==> config.mk <==
export PLATFORM = sky130hd
export DESIGN_NAME = cla_pipe_addsub
export DESIGN_NICKNAME = d
export VERILOG_FILES = /design/src/rtl/cla_pipe_addsub.sv
export SDC_FILE = /design/constraint.sdc
export NUM_CORES = 1
export LEC_CHECK = 0
export ABC_AREA = 1
export BUFFER_PORTS_ARGS = -buffer_cell sky130_fd_sc_hd__buf_2
export CELL_PAD_IN_SITES_DETAIL_PLACEMENT = 0
export CELL_PAD_IN_SITES_GLOBAL_PLACEMENT = 2
export CORE_MARGIN = 4
export CORE_UTILIZATION = 35
export CTS_BUF_LIST = sky130_fd_sc_hd__clkbuf_8
export CTS_CLUSTER_SIZE = 14
export DETAILED_ROUTE_END_ITERATION = 10
export PLACE_DENSITY = 0.72
export SYNTH_ARGS = -nofsm -noshare
export SYNTH_HDL_FRONTEND = slang
export SYNTH_SLANG_ARGS = --single-unit
==> constraint.sdc <==
create_clock -name clk -period 14.44 [get_ports clk]
set_input_delay 2.888 -clock clk [delete_from_list [all_inputs] [get_ports clk]]
set_output_delay 2.888 -clock clk [all_outputs]
set_load 0.02 [all_outputs]
==> src/rtl/cla_pipe_addsub.sv <==
// Pipelined carry-lookahead adder/subtractor: one BLOCK-bit lookahead group per stage,
// valid/ready on both sides, one operation per cycle when the sink keeps up.
module cla_pipe_addsub #(
    parameter int WIDTH = 32,
    parameter int BLOCK = 8
) (
    input  logic             clk,
    input  logic             rst,
    input  logic             in_valid,
    output logic             in_ready,
    input  logic [WIDTH-1:0] in_a,
    input  logic [WIDTH-1:0] in_b,
    input  logic             in_cin,
    input  logic             in_sub,
    output logic             out_valid,
    input  logic             out_ready,
    output logic [WIDTH-1:0] out_sum,
    output logic             out_cout,
    output logic             out_ovf,
    output logic             out_zero
);
    localparam int STAGES = WIDTH / BLOCK;

    // Operands travel with the beat; sum fills in one group per stage, low group first.
    typedef struct packed {
        logic             valid;
        logic             sub;
        logic             carry;
        logic [WIDTH-1:0] a;
        logic [WIDTH-1:0] b;
        logic [WIDTH-1:0] sum;
    } stage_t;

    // Rank 0 captures the beat; rank k+1 holds it with group k resolved.
    stage_t stage_q [STAGES+1];
    stage_t stage_d [STAGES+1];
    logic   stall;
    logic   in_fire;

    // Flat sum-of-products carries: every c[i] is a direct AND/OR of g, p and the
    // group carry-in, so no carry ripples bit to bit inside the group.
    function automatic stage_t resolve(input stage_t s, input int k);
        stage_t           r;
        logic [BLOCK-1:0] g;
        logic [BLOCK-1:0] p;
        logic [BLOCK:0]   c;
        logic             term;
        logic             pp;
        r = s;
        g = s.a[k*BLOCK +: BLOCK] & s.b[k*BLOCK +: BLOCK];
        p = s.a[k*BLOCK +: BLOCK] ^ s.b[k*BLOCK +: BLOCK];
        for (int i = 0; i <= BLOCK; i++) begin
            term = 1'b0;
            pp   = 1'b1;
            for (int j = i - 1; j >= 0; j--) begin
                term = term | (pp & g[j]);
                pp   = pp & p[j];
            end
            c[i] = term | (pp & s.carry);
        end
        r.sum[k*BLOCK +: BLOCK] = p ^ c[BLOCK-1:0];
        r.carry                 = c[BLOCK];
        return r;
    endfunction

    always_comb begin
        stall    = stage_q[STAGES].valid && !out_ready;
        in_ready = !stall;
        in_fire  = in_valid && in_ready;

        // NOTE: every always_comb output gets a full default first, so no path can infer a latch.
        stage_d[0] = '0;
        if (in_fire) begin
            stage_d[0].valid = 1'b1;
            stage_d[0].sub   = in_sub;
            stage_d[0].carry = in_cin ^ in_sub;
            stage_d[0].a     = in_a;
            stage_d[0].b     = in_sub ? ~in_b : in_b;
        end
        for (int k = 0; k < STAGES; k++) begin
            stage_d[k+1] = resolve(stage_q[k], k);
        end
    end

    // NOTE: sequential state uses non-blocking assignments only; data fields are reset
    // with the valid bits so every output reads 0 straight out of reset.
    always_ff @(posedge clk) begin
        if (rst) begin
            for (int k = 0; k <= STAGES; k++) begin
                stage_q[k] <= '0;
            end
        end else if (!stall) begin
            for (int k = 0; k <= STAGES; k++) begin
                stage_q[k] <= stage_d[k];
            end
        end
    end

    // Bubbles carry all-zero data, so only the zero flag needs qualifying by valid.
    always_comb begin
        out_valid = stage_q[STAGES].valid;
        out_sum   = stage_q[STAGES].sum;
        out_cout  = stage_q[STAGES].carry ^ stage_q[STAGES].sub;
        out_ovf   = (stage_q[STAGES].a[WIDTH-1] == stage_q[STAGES].b[WIDTH-1]) &&
                    (stage_q[STAGES].sum[WIDTH-1] != stage_q[STAGES].a[WIDTH-1]);
        out_zero  = stage_q[STAGES].valid && (stage_q[STAGES].sum == '0);
    end

endmodule

==> metrics.cfg, run 1 <==
[critical_path]
end_kind=output port
timing.rr.end=stage_q[0][54]$_SDFFCE_PN0P_
required_ns=11.55
crit_start=out_ready
cp-start-kind=input pin
cp.arrival_ns=3.40
rrSetupSlack_ns=11.48
crit_end=in_ready
r2r_start=stage_q[0][494]$_SDFFCE_PN0P_
critPathMaxFanout=2
worstRegToRegCells=6
path_class=input pin to output port

[placed_design]
hpwl_mm=13.6
portBuffers=106
placed_area_um2=12800
gp_congestion=0.760

[timing]
finalSetupViolations=0
finalMaxSlewViolations=0
maxSlewHeadroom_pct=28.3
finalSetupTns_ns=0
fin_crit_sh_pct=43.5
hold_violations=0
fmax_mhz=159
finClkSkew_ns=0.0277
worst_slew_pin_slew_ns=1.08
layout_min_cycle_time_ns=6.28
rsz0062_at_grt=no

[cts]
h-tree-depth=2
cts_sinks=257
cts.reportedPaths.clkPinSlew_ns=0.06
post_cts_resized=0
worst_skew_pair.late_latency_ns=0.54
cts_buffers=45
clockRootBuffer=clkbuf_8
post_cts_buffers=0
tritoncts=built
clock_path_buffers=3
cts_hold_buf=0

[run]
cap_violations=0

[synth]
yosysSeqAreaShare_pct=63.8
synth.distinct_cells=26
synth_cells=1151
ys_warn_count=0
synthesis.nets=1261
yosys_register_bits=257
synth_edf_count=257
synth_area_um2=12100
async_reset_ff_share_pct=0
avgSynthCellArea_um2=10.5
synthFlopType=edfxtp_1

[final_layout]
largest_reg_flops=257
reg_top3=stage_q: 257 flops
final_cell_area_um2=13600
diodes=0
regMostFlops=stage_q
syn_to_final_growth_pct=12.6
num-nets-final=1356
drive_gt1_share_pct=15.1

[floorplanning]
start_util_pct=35.8
die_h_um=194
die_area_um2=37600
rows=67
die_w_um=194
io_pins=107
core_area_um2=33800

[detailed_routing]
drt_iter0_drc=360
wl_per_cell_um=12.1
drt_pre_antenna_iters=4
routed_wl_mm=20.7
vias=7096
drtAntennaViolNets=0
drc=0
routed_via_density=4.13

[power_and_ir_drop]
irDropWorstVdd_mv=0.0493
power.density_nw_per_um2=115
p_total_w=0.00156
p_leak_nw=6.11

[grt]
gr-total-overflow=0
grt_pass1_vias=7097
antenna_found_initial=1
grt_pass1_wl_mm=34.9
grt_max_degree=96
grt_usage_pct=11.2

[min_path]
hp-class=register to register

[status]
status=completed

## kinds of logic (layout without fill, tap and decap cells)
group | after synthesis | in the layout | synth area share [%]
fa+ha+maj | 40 | 40 | 4.38
compound gates | 40 | 40 | 1.78
simple gates | 454 | 454 | 15.7
xor+xnor | 38 | 38 | 2.75
buf+inv | 322 | 443 | 11.6
flops | 257 | 257 | 63.8
## layer usage
| metal | part of all wire [%] | up-vias | global-route usage (%) |
|---|---|---|---|
| met4 | 2.0 | 2 | 3.62 |
| li1 | - | 3768 | - |
| met5 | 0.063 | - | 0 |
| met2 | 51 | 113 | 19.7 |
| met3 | 4.9 | 30 | 2.73 |
| met1 | 42 | 3183 | 13.5 |
## synth_stat cells (all sizes together) (3+ instances only)
| cell type | count | area share (%) |
|---|---|---|
| edfxtp | 257 | 64 |
| o211ai | 4 | 0.25 |
| inv | 259 | 8.0 |
| nand3 | 46 | 2.2 |
| buf | 60 | 3.4 |
| fa | 4 | 0.66 |
| nor4 | 4 | 0.21 |
| nand2 | 102 | 3.4 |
| nand4 | 8 | 0.41 |
| xnor2 | 36 | 2.6 |
| a31oi | 4 | 0.21 |
| clkbuf | 3 | 0.18 |
| o21ai | 11 | 0.45 |
| ha | 36 | 3.7 |
| a21oi | 21 | 0.87 |
| nor2 | 292 | 9.3 |
## worst min path at each step
stage                                       start                             to  slack (ns)  cells past startpoint
floorplan            stage_q[0][40]$_SDFFCE_PN0P_  stage_q[0][139]$_SDFFCE_PN0P_        0.52                      2
global placement    stage_q[0][194]$_SDFFCE_PN0P_  stage_q[0][293]$_SDFFCE_PN0P_        0.52                      2
detailed placement  stage_q[0][261]$_SDFFCE_PN0P_  stage_q[0][360]$_SDFFCE_PN0P_        0.53                      2
CTS                  stage_q[0][55]$_SDFFCE_PN0P_  stage_q[0][154]$_SDFFCE_PN0P_        0.51                      2
global route         stage_q[0][58]$_SDFFCE_PN0P_  stage_q[0][157]$_SDFFCE_PN0P_        0.56                      2
finish               stage_q[0][90]$_SDFFCE_PN0P_  stage_q[0][189]$_SDFFCE_PN0P_        0.52                      2
## through the flow
| step | setup slack, ns | hold WS (ns) | std cells | utilization [%] |
|---|---|---|---|---|
| after detailed placement | 8.15 | 0.528 | 1647 | 37.9 |
| after global routing | 8.13 | 0.557 | 1720 | 40.3 |
| after global placement | 8.17 | 0.520 | 1647 | 37.9 |
| after CTS | 8.15 | 0.513 | 1720 | 40.3 |
| final | 8.16 | 0.522 | 1720 | 40.3 |
| after floorplan | 3.15 | 0.519 | 1151 | - |
## critical path, cell delays in order
cell and delay, ns:
buf_2 0.09, inv_1 0.11, nand2_2 0.12, buf_2 0.19
## final cells by class
cell class                 instances  area [um2]
clock inverter                    26         158
timing repair buffer             111         568
inverter                         259         972
tap                              448         561
sequential                       257        7720
clock buffer                      47         647
fill                            3322       20200
multi-input combinational        572        3000
## where the power goes
group          switching (W)  internal [W]
combinational      0.0000614     0.0000359
clock               0.000273      0.000333
sequential        0.00000999      0.000851
## layout by cell type (no fill, tap or decap), types with 3 or more instances in the layout
| master | instances |
|---|---|
| nor4_1 | 4 |
| ha_1 | 36 |
| xnor2_1 | 36 |
| o211ai_1 | 4 |
| nand2_2 | 12 |
| fa_1 | 4 |
| nand3_2 | 7 |
| buf_2 | 106 |
| buf_4 | 5 |
| clkbuf_8 | 47 |
| clkinv_2 | 3 |
| inv_1 | 271 |
| a31oi_1 | 4 |
| nand2_1 | 89 |
| nor2_4 | 4 |
| nor2_1 | 286 |
| edfxtp_1 | 257 |
| nand3_1 | 38 |
| a21oi_1 | 21 |
| nand4_1 | 8 |
| clkinv_1 | 7 |
| o21ai_0 | 11 |
Power figures use the tool's default switching activity.
==> run 2, diff against run 1 <==
==> constraint.sdc (replaced) <==
create_clock -name clk -period 6.6 [get_ports clk]
set_input_delay 1.32 -clock clk [delete_from_list [all_inputs] [get_ports clk]]
set_output_delay 1.32 -clock clk [all_outputs]
set_load 0.02 [all_outputs]
==> run 2 against run 1 <==
Cell area grew 0.39%. Global-route usage down 0.14 points. Count of clock-buffer cells in the layout shrank 2. Register-to-register slack got worse by 7.7 ns. Clock power grew 120%. Critical path type is now register to output port. Largest cell class unchanged. Highest routed layer is now met4.
==> metrics.cfg, run 2 (same netlist as run 1, synthesis figures left out) <==
[status]
status=completed

[min_path]
hp-class=register to register
min-delay-start=stage_q[0][98]$_SDFFCE_PN0P_
min_path_cells=2

[final_layout]
largest_reg_flops=257
num-nets-final=1355
reg_top3=stage_q: 257 flops
fill_cells=3362
diodes=0
syn_to_final_growth_pct=13.0
drive_gt1_share_pct=15.2
regMostFlops=stage_q
layout_commonest_cell=nor2_1
fin_util_pct=40.5
final_cell_mix=nor2_1, inv_1, edfxtp_1

[critical_path]
critPathMaxFanout=3
r2r_start=stage_q[0][494]$_SDFFCE_PN0P_
cp.arrival_ns=2.09
worstRegToRegCells=6
end_kind=output port
required_ns=5.28
cp-start-kind=register
path_class=register to output port
crit_start=stage_q[0][427]$_SDFFCE_PN0P_

[floorplanning]
die_area_um2=37600
die_w_um=194
start_util_pct=35.8
core_area_um2=33800
io_pins=107
rows=67
die_h_um=194

[timing]
timing.final.ws_setup_ns=3.19
finalMaxSlewViolations=0
layout_min_cycle_time_ns=3.41
worst_slew_pin_slew_ns=1.09
fmax_mhz=293
finalSetupTns_ns=0
hold_violations=0
finClkSkew_ns=0.0192
fin_crit_sh_pct=51.7
rsz0062_at_grt=no
finalSetupViolations=0
maxSlewHeadroom_pct=27.2

[cts]
cts.reportedPaths.clkPinSlew_ns=0.06
worst_skew_pair.late_latency_ns=0.53
cts_buffers=44
tritoncts=built
post_cts_buffers=0
h-tree-depth=2
cts_sinks=257
cts_hold_buf=0
clock_path_buffers=3
post_cts_resized=0
clockRootBuffer=clkbuf_8

[power_and_ir_drop]
power.density_nw_per_um2=253
p_leak_nw=6.13
irDropWorstVdd_mv=0.110
p_total_w=0.00346

[detailed_routing]
vias=7147
routed_wl_mm=20.6
drt_iter0_drc=321
drtAntennaViolNets=0
drt_pre_antenna_iters=4
drc=0
routed_via_density=4.14
wl_per_cell_um=11.9

[grt]
grt_util_met3_pct=2.38
grt.busiest_layer=met2
grt_pass1_vias=7213
grt_max_degree=105
gr-total-overflow=0
grt_pass1_wl_mm=34.5
grt_util_met1_pct=13.7
grt_usage_pct=11.0
grt_use_met2_pct=19.1
antenna_found_initial=0

[placed_design]
gp_congestion=0.793
hpwl_mm=13.6
portBuffers=106
place_ws_ns=2.58

[run]
cap_violations=0

==> run 2: path summary, 6_finish.rpt <==
path	end	slack, ns
setup / recovery	out_zero	3.19
hold / removal	stage_q[0][197]$_SDFFCE_PN0P_	0.53
hold reg to reg	stage_q[0][197]$_SDFFCE_PN0P_	0.53
setup reg to reg	stage_q[0][54]$_SDFFCE_PN0P_	3.74
==> run 2: final cells by class <==
| cell class | instances | area [um2] | area share (%) |
|---|---|---|---|
| Inverter | 259 | 972 | 7.11 |
| Sequential cell | 257 | 7720 | 56.4 |
| Tap cell | 448 | 561 | 4.10 |
| Multi-Input combinational cell | 572 | 3000 | 21.9 |
| Timing Repair Buffer | 111 | 581 | 4.24 |
| Clock inverter | 35 | 225 | 1.65 |
| Clock buffer | 45 | 619 | 4.53 |
==> run 2: stage by stage <==
step	instance area, um2	hold slack [ns]	cells
4_1_cts	13700	0.532	1727
5_1_grt	13700	0.556	1727
2_1_floorplan	12100	0.519	1151
6_report	13700	0.527	1727
3_5_place_dp	12800	0.529	1647
3_3_place_gp	12800	0.522	1647
==> run 2: critical path, cell delays in order, from the launching register on <==
cell and delay (ns):
edfxtp_1 0.38, inv_1 0.15, nand3_1 0.11, nor3_1 0.32
nand4_1 0.27, nor2_1 0.15, buf_2 0.18
==> run 2: routing by layer <==
| metal | wire [um] | vias up |
|---|---|---|
| met1 | 9040 | 3218 |
| met5 | 0 | - |
| met4 | 448 | 0 |
| met3 | 997 | 33 |
| met2 | 10100 | 125 |
| li1 | - | 3771 |
==> run 2: where the power goes <==
| part | total, W | internal, W | switching [W] |
|---|---|---|---|
| Combinational | 0.000210 | 0.0000787 | 0.000132 |
| Clock | 0.00136 | 0.000752 | 0.000612 |
| Sequential | 0.00188 | 0.00186 | 0.0000233 |
| Total | 0.00346 | 0.00269 | 0.000766 |
==> run 3, diff against run 2 <==
==> constraint.sdc (replaced) <==
create_clock -name clk -period 3.6 [get_ports clk]
set_input_delay 0.72 -clock clk [delete_from_list [all_inputs] [get_ports clk]]
set_output_delay 0.72 -clock clk [all_outputs]
set_load 0.02 [all_outputs]
==> run 3 against run 2 <==
Clock skew decreased by 0.0066 ns. Sequential cell count unchanged. Combinational power is 90% higher. Die area unchanged. Global-route usage rose by 0.40 points. Wire length increased by 2.2%. First-iteration DRC count is 12% lower. Worst hold slack worse by 0.046 ns. Critical path type unchanged. Largest cell class unchanged. Largest power group unchanged.
==> metrics.cfg, run 3 (same netlist as run 1, synthesis figures left out) <==
[final_layout]
num-nets-final=1360
drive_gt1_share_pct=15.3
reg_top3=stage_q: 257 flops
fill_cells=3336
diodes=0
largest_reg_flops=257
layout_commonest_cell=nor2_1
final_cell_mix=nor2_1, inv_1, edfxtp_1
regMostFlops=stage_q
syn_to_final_growth_pct=13.0

[min_path]
hold_end=stage_q[0][94]$_SDFFCE_PN0P_
min-delay-start=in_a[30]
min_path_cells=3
hp-class=input pin to register

[placed_design]
hpwl_mm=13.9
gp_congestion=0.809
portBuffers=106

[critical_path]
rrSetupSlack_ns=1.38
cp-start-kind=register
end_kind=output port
worstRegToRegCells=6
critPathMaxFanout=2
timing.rr.end=stage_q[0][87]$_SDFFCE_PN0P_
path_class=register to output port
r2r_start=stage_q[0][494]$_SDFFCE_PN0P_
required_ns=2.88
cp.arrival_ns=2.10

[floorplanning]
start_util_pct=35.8
die_w_um=194
rows=67
die_area_um2=37600
die_h_um=194
core_area_um2=33800
io_pins=107

[power_and_ir_drop]
irDropWorstVdd_mv=0.214
p_leak_nw=6.13
combPwrFrac_pct=6.5
seq_power_share_pct=56.2
power.density_nw_per_um2=449
switchingPower_w=0.00139
switching_share_pct=22.6
internal-power_w=0.00475
p_total_w=0.00614
clkPwrFrac_pct=37.2

[cts]
tritoncts=built
cts_hold_buf=0
worst_skew_pair.late_latency_ns=0.54
clockRootBuffer=clkbuf_8
clock_path_buffers=3
post_cts_resized=0
post_cts_buffers=0
cts_sinks=257
h-tree-depth=2
cts.reportedPaths.clkPinSlew_ns=0.06
cts_buffers=45

[detailed_routing]
drtAntennaViolNets=0
routed_wl_mm=21.0
drt_pre_antenna_iters=4
wl_per_cell_um=12.2
routed_via_density=4.14
drc=0
vias=7151
drt_iter0_drc=284

[grt]
grt_pass1_wl_mm=35.7
gr-total-overflow=0
grt_usage_pct=11.4
antenna_found_initial=1
grt_max_degree=103
grt_pass1_vias=7383

[timing]
finalSetupTns_ns=0
layout_min_cycle_time_ns=2.82
worst_slew_pin_slew_ns=0.646
hold_violations=0
finalMaxSlewViolations=0
maxSlewHeadroom_pct=56.9
rsz0062_at_grt=no
finClkSkew_ns=0.0126
finalSetupViolations=0
fmax_mhz=355
fin_crit_sh_pct=78.2

[run]
cap_violations=0

[status]
status=completed

[run 3: changes by cell type in the layout (fill, tap and decap cells not counted), sizes merged]
cell / before / now
clkbuf: 45 / 47
bufinv: 3 / 0
clkinvlp: 2 / 1
clkinv: 16 / 13
buf: 111 / 115
[run 3: metal layers]
layer	up-vias	GRT usage, %	part of all wire, %
met4	2	3.75	2.2
met1	3226	12.9	41
met3	40	3.11	5.1
li1	3773	-	-
met5	-	0	0.033
met2	110	20.9	52
[run 3: worst max-delay path by stage]
| stage | startpoint | end | slack [ns] | depth (start not counted) |
|---|---|---|---|---|
| after floorplan | out_ready | stage_q[0][100]$_SDFFCE_PN0P_ | -0.01 | 2 |
| after global placement | out_ready | stage_q[0][54]$_SDFFCE_PN0P_ | 0.98 | 8 |
| after detailed placement | out_ready | stage_q[0][83]$_SDFFCE_PN0P_ | 0.92 | 8 |
| after CTS | stage_q[0][417]$_SDFFCE_PN0P_ | out_zero | 0.58 | 4 |
| after global routing | stage_q[0][417]$_SDFFCE_PN0P_ | out_zero | 0.63 | 4 |
| final | stage_q[0][417]$_SDFFCE_PN0P_ | out_zero | 0.78 | 4 |
[run 3: metrics by stage]
stage                     instance area [um2]  setup slack (ns)  cells  hold WS [ns]  util, %
after floorplan                         12100           -0.0107   1151         0.519        -
after detailed placement                12900             0.924   1651         0.530     38.2
final                                   13700             0.785   1726         0.481     40.5
after CTS                               13700             0.578   1726         0.430     40.5
after global routing                    13700             0.632   1726         0.450     40.5
after global placement                  12900             0.975   1651         0.522     38.2
[run 3: cell type report]
class / count / area [um2] / share of cell area [%]
tap: 448 / 561 / 4.10
multi-input combinational: 572 / 3000 / 21.9
inverter: 259 / 990 / 7.24
sequential: 257 / 7720 / 56.4
clock inverter: 28 / 113 / 0.823
timing repair buffer: 115 / 648 / 4.74
clock buffer: 47 / 647 / 4.73
[run 3: power groups by stage]
stage / clock network, W / logic [W] / registers [W]
final: 0.00229 / 0.000400 / 0.00345
after global routing: 0.00254 / 0.000466 / 0.00346
after CTS: 0.00240 / 0.000414 / 0.00345
after detailed placement: 0 / 0.000411 / 0.00351
after global placement: 0 / 0.000409 / 0.00351
after floorplan: 0 / 0.000302 / 0.00350
[run 3: worst max-delay path, cell delays in order, from the launching register on]
cell,delay [ns]
edfxtp_1,0.38
nor4_1,0.44
nand3_1,0.28
nor2_1,0.26
buf_2,0.21
